$ cat config.mk
export PLATFORM = sky130hd
export DESIGN_NAME = msk_and_hpc2_pipe
export DESIGN_NICKNAME = d
export VERILOG_FILES = /design/src/rtl/msk_and_hpc2_pipe_pkg.sv /design/src/rtl/msk_and_hpc2_slice.sv /design/src/rtl/msk_and_hpc2_pipe.sv
export SDC_FILE = /design/constraint.sdc
export NUM_CORES = 1
export LEC_CHECK = 0
export ABC_AREA = 0
export BUFFER_PORTS_ARGS = -buffer_cell sky130_fd_sc_hd__buf_4
export CAP_MARGIN = 25
export CORE_MARGIN = 1.5
export CORE_UTILIZATION = 51
export CTS_CLUSTER_SIZE = 10
export DETAILED_ROUTE_END_ITERATION = 12
export HOLD_SLACK_MARGIN = 0.06
export PLACE_DENSITY = 0.83
export SETUP_SLACK_MARGIN = 0.5
export SLEW_MARGIN = 40
export SYNTH_ARGS = -nofsm -noshare
export SYNTH_HDL_FRONTEND = slang
export SYNTH_SLANG_ARGS = --single-unit
$ cat constraint.sdc
create_clock -name clk -period 1.1 [get_ports clk]
set_input_delay 0.165 -clock clk [delete_from_list [all_inputs] [get_ports clk]]
set_output_delay 0.165 -clock clk [all_outputs]
set_load 0.02 [all_outputs]
$ cat src/rtl/msk_and_hpc2_pipe_pkg.sv
// Shared helpers for the masked HPC2 AND pipeline: randomness count,
// lexicographic pair indexing and the share/lane bit layout.
package msk_pkg;

    function automatic int hpc2rnd(input int d);
        return d * (d - 1) / 2;
    endfunction

    // Pair (i,j) with i<j, numbered in lexicographic order.
    function automatic int pidx(input int i, input int j, input int d);
        return i * d - (i * (i + 1)) / 2 + (j - i - 1);
    endfunction

    function automatic int shbit(input int i, input int k, input int w);
        return i * w + k;
    endfunction

endpackage

$ cat src/rtl/msk_and_hpc2_slice.sv
// One HPC2 AND lane over d shares, two register stages with independent
// enables; swap picks which operand travels the refreshed path.
module msk_and_hpc2_slice
    import msk_pkg::*;
#(
    parameter int d = 2
) (
    input  logic                  clk,
    input  logic                  rst,
    input  logic                  en1,
    input  logic                  en2,
    input  logic                  swap,
    input  logic [d-1:0]          a,
    input  logic [d-1:0]          b,
    input  logic [hpc2rnd(d)-1:0] r,
    output logic [d-1:0]          out
);

    localparam int NP = hpc2rnd(d);

    logic [d-1:0]          x;
    logic [d-1:0]          y;
    logic [d-1:0][d-1:0]   u_next;
    logic [d-1:0][d-1:0]   s1_u;
    logic [NP-1:0]         s1_r;
    logic [d-1:0]          s1_x;
    logic [d-1:0]          s1_y;
    logic [d-1:0]          xy_next;
    logic [d-1:0][d-1:0]   nr_next;
    logic [d-1:0][d-1:0]   yu_next;
    logic [d-1:0]          s2_xy;
    logic [d-1:0][d-1:0]   s2_nr;
    logic [d-1:0][d-1:0]   s2_yu;

    assign x = swap ? a : b;
    assign y = swap ? b : a;

    // Each u_ij mixes exactly one share with one random bit; diagonal stays 0.
    always_comb begin
        u_next = '0;
        for (int i = 0; i < d; i++) begin
            for (int j = 0; j < d; j++) begin
                if (i < j) begin
                    u_next[i][j] = x[j] ^ r[pidx(i, j, d)];
                end else if (i > j) begin
                    u_next[i][j] = x[j] ^ r[pidx(j, i, d)];
                end
            end
        end
    end

    always_ff @(posedge clk) begin
        if (rst) begin
            s1_u <= '0;
            s1_r <= '0;
            s1_x <= '0;
            s1_y <= '0;
        end else if (en1) begin
            s1_u <= u_next;
            s1_r <= r;
            s1_x <= x;
            s1_y <= y;
        end
    end

    always_comb begin
        xy_next = s1_y & s1_x;
        nr_next = '0;
        yu_next = '0;
        for (int i = 0; i < d; i++) begin
            for (int j = 0; j < d; j++) begin
                yu_next[i][j] = s1_y[i] & s1_u[i][j];
                if (i < j) begin
                    nr_next[i][j] = ~s1_y[i] & s1_r[pidx(i, j, d)];
                end else if (i > j) begin
                    nr_next[i][j] = ~s1_y[i] & s1_r[pidx(j, i, d)];
                end
            end
        end
    end

    always_ff @(posedge clk) begin
        if (rst) begin
            s2_xy <= '0;
            s2_nr <= '0;
            s2_yu <= '0;
        end else if (en2) begin
            s2_xy <= xy_next;
            s2_nr <= nr_next;
            s2_yu <= yu_next;
        end
    end

    // Output share compression only ever reads registered terms.
    always_comb begin
        out = s2_xy;
        for (int i = 0; i < d; i++) begin
            for (int j = 0; j < d; j++) begin
                out[i] = out[i] ^ s2_nr[i][j] ^ s2_yu[i][j];
            end
        end
    end

endmodule

$ cat src/rtl/msk_and_hpc2_pipe.sv
// W-lane, d-share masked AND with valid/ready on operands, randomness and
// result; two-stage elastic pipeline around HPC2 slices.
module msk_and_hpc2_pipe
    import msk_pkg::*;
#(
    parameter int d          = 2,
    parameter int W          = 1,
    parameter int SHIDX_BITS = 3
) (
    input  logic                    clk,
    input  logic                    rst,
    input  logic                    in_valid,
    output logic                    in_ready,
    input  logic [W*d-1:0]          in_a,
    input  logic [W*d-1:0]          in_b,
    input  logic                    swap,
    input  logic                    rnd_valid,
    output logic                    rnd_ready,
    input  logic [W*hpc2rnd(d)-1:0] rnd,
    output logic                    out_valid,
    input  logic                    out_ready,
    output logic [W*d-1:0]          out,
    output logic                    busy
);

    localparam int NP = hpc2rnd(d);

    if (d < 2 || (d - 1) >= (1 << SHIDX_BITS)) begin : g_bad_param
        $error("msk_and_hpc2_pipe: d must be >= 2 and d-1 must fit in SHIDX_BITS");
    end

    logic s1_v;
    logic s2_v;
    logic adv1;
    logic fire_in;
    logic en2;

    // Randomness is only taken together with an operand pair.
    assign adv1      = ~s2_v | out_ready;
    assign in_ready  = ~rst & rnd_valid & (~s1_v | adv1);
    assign fire_in   = in_valid & in_ready;
    assign rnd_ready = fire_in;
    assign en2       = s1_v & adv1;
    assign out_valid = s2_v;
    assign busy      = s1_v | s2_v;

    always_ff @(posedge clk) begin
        if (rst) begin
            s1_v <= 1'b0;
            s2_v <= 1'b0;
        end else begin
            if (adv1) begin
                s2_v <= s1_v;
            end
            if (fire_in) begin
                s1_v <= 1'b1;
            end else if (adv1) begin
                s1_v <= 1'b0;
            end
        end
    end

    for (genvar k = 0; k < W; k++) begin : g_lane
        logic [d-1:0]  a_l;
        logic [d-1:0]  b_l;
        logic [d-1:0]  o_l;
        logic [NP-1:0] r_l;

        always_comb begin
            a_l = '0;
            b_l = '0;
            r_l = '0;
            for (int i = 0; i < d; i++) begin
                a_l[i] = in_a[shbit(i, k, W)];
                b_l[i] = in_b[shbit(i, k, W)];
            end
            for (int p = 0; p < NP; p++) begin
                r_l[p] = rnd[shbit(p, k, W)];
            end
        end

        msk_and_hpc2_slice #(
            .d(d)
        ) u_slice (
            .clk  (clk),
            .rst  (rst),
            .en1  (fire_in),
            .en2  (en2),
            .swap (swap),
            .a    (a_l),
            .b    (b_l),
            .r    (r_l),
            .out  (o_l)
        );

        for (genvar i = 0; i < d; i++) begin : g_share
            assign out[shbit(i, k, W)] = o_l[i];
        end
    end

endmodule

Yosys cells after proc, flatten, opt, wreduce, memory -nomap -nowiden
Cells that the tools add are included.
- register bits: 15
- input port bits: 11
- output and inout port bits: 6
- logic and storage cells: 40
- muxes and demuxes: 4
- bitwise gates (word level): 23
- reductions and logical operators: 1
- operator list (kind ; count):
    1-bit bitwise AND ; 8
    1-bit bitwise XOR ; 6
    1-bit NOT ; 5
    2-bit 2-to-1 mux ; 2
    1-bit OR ; 3
    2-bit bitwise AND ; 1
    1-bit 2-to-1 mux ; 2
    2-bit nonzero test ; 1

Depth between registers and ports, before layout
- word-level depth: 6
- mapped depth: 6

Hierarchy
A second synthesis with hierarchy kept.
- cell total of the unflattened synthesis: 73
- area total of the unflattened synthesis: 693.2 um2
- modules (own cells, without submodules) (module ; times used ; cells an instance ; area an instance (um2) ; seq. area each (um2)):
    msk_and_hpc2_slice ; 1 ; 61 ; 590.6 ; 260.2
    msk_and_hpc2_pipe ; 1 ; 12 ; 102.6 ; 40.0

Least setup slack after synthesis
No wires, ideal clock.
- path type: register to output
- start: register s2_v, in the netlist out_valid
- end: output port in_ready
- data arrival time: 1.157 ns
- required time: 0.935 ns
- slack: -0.222 ns
- stages on the path, launching flop included: 3
- path buffers: 0
- cells stage by stage: dfxtp_1 > and3b_1 > nor3b_1
- word-level cells in the longest chain between the ends: 4
- RTL lines (element ; line ; text):
    from (decl) ; msk_and_hpc2_pipe.sv:33 ; logic s2_v;
    from (signal assigned) ; msk_and_hpc2_pipe.sv:53 ; s2_v <= s1_v;
    1-bit NOT ; msk_and_hpc2_pipe.sv:39 ; assign adv1 = ~s2_v | out_ready;
    1-bit OR ; msk_and_hpc2_pipe.sv:39 ;
    1-bit OR ; msk_and_hpc2_pipe.sv:40 ; assign in_ready = ~rst & rnd_valid & (~s1_v | adv1);
    1-bit bitwise AND ; msk_and_hpc2_pipe.sv:40 ;
    to (decl) ; msk_and_hpc2_pipe.sv:13 ; output logic in_ready,
Every way passes these cells.

Worst setup path after layout
- start: register s1_v
- end: output port in_ready
- word-level cells in the longest chain between the ends: 3
- RTL lines (element ; line ; text):
    from (decl) ; msk_and_hpc2_pipe.sv:32 ; logic s1_v;
    from (signal assigned) ; msk_and_hpc2_pipe.sv:49 ; s1_v <= 1'b0;
    from (signal assigned) ; msk_and_hpc2_pipe.sv:56 ; s1_v <= 1'b1;
    from (signal assigned) ; msk_and_hpc2_pipe.sv:58 ; s1_v <= 1'b0;
    1-bit NOT ; msk_and_hpc2_pipe.sv:40 ;
    1-bit OR ; msk_and_hpc2_pipe.sv:40 ;
    1-bit bitwise AND ; msk_and_hpc2_pipe.sv:40 ;
Every way passes these cells.

==> impl_metrics.toml <==
[status]
run_status = "complete, but fails checks"
violations = "negative setup slack"

[synth]
mappedNetlistNets = 87
flops_latches_synth = 15
yosysUniqueCellTypes = 24
synth_area_leaders = "sky130_fd_sc_hd__dfxtp_1, sky130_fd_sc_hd__a21oi_1, sky130_fd_sc_hd__mux2i_1"
synth_top_cell_by_area = "sky130_fd_sc_hd__dfxtp_1"
syn-mean-instance-area_um2 = 10.0
synthesis.area_um2 = 761
synthesized_netlist_cell_count = 76
synthesis.yosys.warnings = 0
yosysSeqAreaShare = 0.395
synth_top_area_frac = 0.395

[worst_setup_path]
slowest_delay_ns = 0.37
worstReg2RegStart = "s1_v"
crit_chain = "and3b_2, nor3b_4, buf_6"
buf_inv_on_cp = 1
cp_data_required_time_ns = 0.94
critical_path.endpoint_type = "primary output"
worst_setup_path_start = "s1_v"
cp-start-kind = "register"
path_class = "register to primary output"
critical_path.slowest_cell = "sky130_fd_sc_hd__dfxtp_4"
critical-path-top-delay-family = "simple AND/OR/NAND/NOR gates"
worst_ep_arrival_time_ns = 1.22
crit_fanout = 4

[placed_design]
port_buffers = 16
pre_cts_ws_ns = -0.0281
routabilityCongestion = 0.745
detailed_place_hpwl_um = 1200

[timing]
tightestPinTransition_ns = 0.266
maxSlewHeadroom = 0.819
setup_violations = 15
min_period_over_period = 1.26
final-hold-violation-count = 0
finalSetupTns_ns = -1.81
fmax_mhz = 721
grt_setup_unrepaired = "true"
fin_crit_ns = 1.39
fin_ws_ns = -0.287
max_slew_vio_count = 0
finalClockSkew_ns = 0.0141

[routing]
detail_route.first_pass.iterations = 4
met3_wirelength_um = 200
detail_route.vias_per_cell = 6.24
antenna_left = 0
routed_wire_length_per_instance_um = 21.0
vias = 768
wirelength_um = 2590
drt_iter0_markers = 31
m1WireLength_um = 1010
top_layer = "met4"
met2WireLength_um = 1250
post-route-drc-count = 0

[clock_tree]
cts.path.max_buffers = 2
htree_num_levels = 1
cts_tree = "built"
path_clk_slew_ns = 0.11
tritoncts.num_buffers = 3
clock_tree.root_cell = "sky130_fd_sc_hd__clkbuf_4"
post_cts_hold_buffer_count = 0
cts_num_sinks = 15
insertion_delay_ns = 0.30

[floorplanning]
rows = 13
overall_die_area_um2 = 1730
top_level_ports = 17
chipWidth_um = 41.6
die_h_um = 41.6
initial_utilization = 0.563
core_area_um2 = 1350

[power_and_ir_drop]
static-leakage-power_nw = 0.501
peak_supply_drop_uv = 790
fin_total_pwr_mw = 1.11
power.density_cell_area_nw_per_um2 = 968

[global_routing]
grt_max_degree = 18
grt_first_pass_wirelength_um = 3640
gr-usage-all-layers = 0.281
grt_antenna_before_repair = 0
grt_remaining_overflow = 0
first_global_vias = 788

[finish]
final_net_count = 120
diode_insertion_count_for_antenna_repair = 0
finalCoreUtilization = 0.850
n_fill_cell = 70
synthToLayoutAreaGrowth_pct = 50.8
drive_gt1_frac = 0.583

[run]
timing.max_cap.violations = 0

[min_path]
hold_start = "rnd"
min_path_type = "input pin to register"
stage by stage:
step | instances | hold slack, ns | instance area, um^2
after global routing | 123 | 0.141 | 1150
final | 123 | 0.152 | 1150
after global placement | 108 | 0.465 | 955
after CTS | 120 | 0.139 | 1110
after detailed placement | 108 | 0.462 | 955
after floorplan | 76 | 0.313 | 820
cells in the final DEF (no fill, tap or decap), types with 2 or more instances in the layout:
cell type and n:
sky130_fd_sc_hd__a211oi_2 4, sky130_fd_sc_hd__a21oi_1 11, sky130_fd_sc_hd__buf_4 25, sky130_fd_sc_hd__buf_6 8, sky130_fd_sc_hd__clkbuf_4 3, sky130_fd_sc_hd__dfxtp_1 10, sky130_fd_sc_hd__dfxtp_2 3, sky130_fd_sc_hd__dfxtp_4 2
sky130_fd_sc_hd__mux2i_1 4, sky130_fd_sc_hd__mux2i_2 2, sky130_fd_sc_hd__nand2b_1 2, sky130_fd_sc_hd__nand4_1 4, sky130_fd_sc_hd__nand4b_1 2, sky130_fd_sc_hd__o21ai_0 2, sky130_fd_sc_hd__o21ai_1 5, sky130_fd_sc_hd__xnor2_2 4
sky130_fd_sc_hd__xor2_1 2
routing by layer:
| metal | up-vias | global-route usage |
|---|---|---|
| met4 | 0 | 0.148 |
| met3 | 15 | 0.0783 |
| met1 | 365 | 0.333 |
| li1 | 338 | - |
| met2 | 50 | 0.459 |
| met5 | - | 0 |
final cells by class:
| cell class | instances | area, um^2 | share of cell area |
|---|---|---|---|
| multi-input cells | 54 | 494 | 0.431 |
| repair buffers | 33 | 278 | 0.242 |
| clock inverters | 1 | 5.00 | 0.00436 |
| clock buffers | 3 | 22.5 | 0.0196 |
| inverters | 2 | 17.5 | 0.0153 |
| well taps | 15 | 18.8 | 0.0164 |
| flip-flops and latches | 15 | 312 | 0.272 |
worst register-to-register path, cell delays in order (launching register included):
cell,delay [ns]
sky130_fd_sc_hd__dfxtp_4,0.38
sky130_fd_sc_hd__buf_4,0.12
sky130_fd_sc_hd__nand3b_4,0.12
sky130_fd_sc_hd__buf_6,0.16
sky130_fd_sc_hd__buf_4,0.13
sky130_fd_sc_hd__buf_4,0.12
sky130_fd_sc_hd__a21oi_1,0.16
kinds of logic after synthesis:
kind of cell | share of synthesized area
mux | 0.0790
xor+xnor | 0.0691
buf+inv | 0.0608
compound gates | 0.197
flops | 0.395
simple gates | 0.199
report_power, final:
part	leakage [nW]	switching, mW	internal [mW]
Combinational	0.358	0.0961	0.103
Clock	0.0177	0.202	0.136
Sequential	0.125	0.0176	0.556
worst paths after layout:
kind	slack (ns)	depth (start not counted)	end
hold / removal	0.15	3	g_lane[0].u_slice.s1_r
hold reg to reg	0.50	2	g_lane[0].u_slice.s1_u[2]
setup / recovery	-0.29	3	in_ready
setup reg to reg	-0.15	6	s1_v
sequential cells by signal, summed over array words and instances (netlist names):
register and flops:
g_lane.u_slice.s2_yu 2, g_lane.u_slice.s1_y 2, g_lane.u_slice.s2_xy 2, g_lane.u_slice.s1_u 2, g_lane.u_slice.s1_r 1, out_valid 1
s1_v 1, g_lane.u_slice.s2_nr 2, g_lane.u_slice.s1_x 2
cell usage after synthesis:
cell and instances:
sky130_fd_sc_hd__nand2_8 1, sky130_fd_sc_hd__inv_1 1, sky130_fd_sc_hd__mux2i_1 6, sky130_fd_sc_hd__or2_2 1
sky130_fd_sc_hd__nor2b_1 1, sky130_fd_sc_hd__xnor2_1 4, sky130_fd_sc_hd__xor2_1 2, sky130_fd_sc_hd__dfxtp_1 15
sky130_fd_sc_hd__a21oi_1 13, sky130_fd_sc_hd__and3b_1 2, sky130_fd_sc_hd__inv_4 1, sky130_fd_sc_hd__nand4_1 4
sky130_fd_sc_hd__a211oi_2 4, sky130_fd_sc_hd__o21ai_0 7, sky130_fd_sc_hd__buf_2 1, sky130_fd_sc_hd__clkbuf_2 1
sky130_fd_sc_hd__nand4b_1 2, sky130_fd_sc_hd__nor3b_1 1, sky130_fd_sc_hd__nand3b_4 1, sky130_fd_sc_hd__clkbuf_1 1
sky130_fd_sc_hd__buf_6 2, sky130_fd_sc_hd__nand3b_1 1, sky130_fd_sc_hd__nand3_1 1, sky130_fd_sc_hd__nand2b_1 3
timing repair:
item	4_1_cts	5_1_grt
buffers inserted	8	3
gates resized for setup	20	4
endpoints found under the setup margin	21	21
pin swaps	16	6
Power figures use the tool's default switching activity.
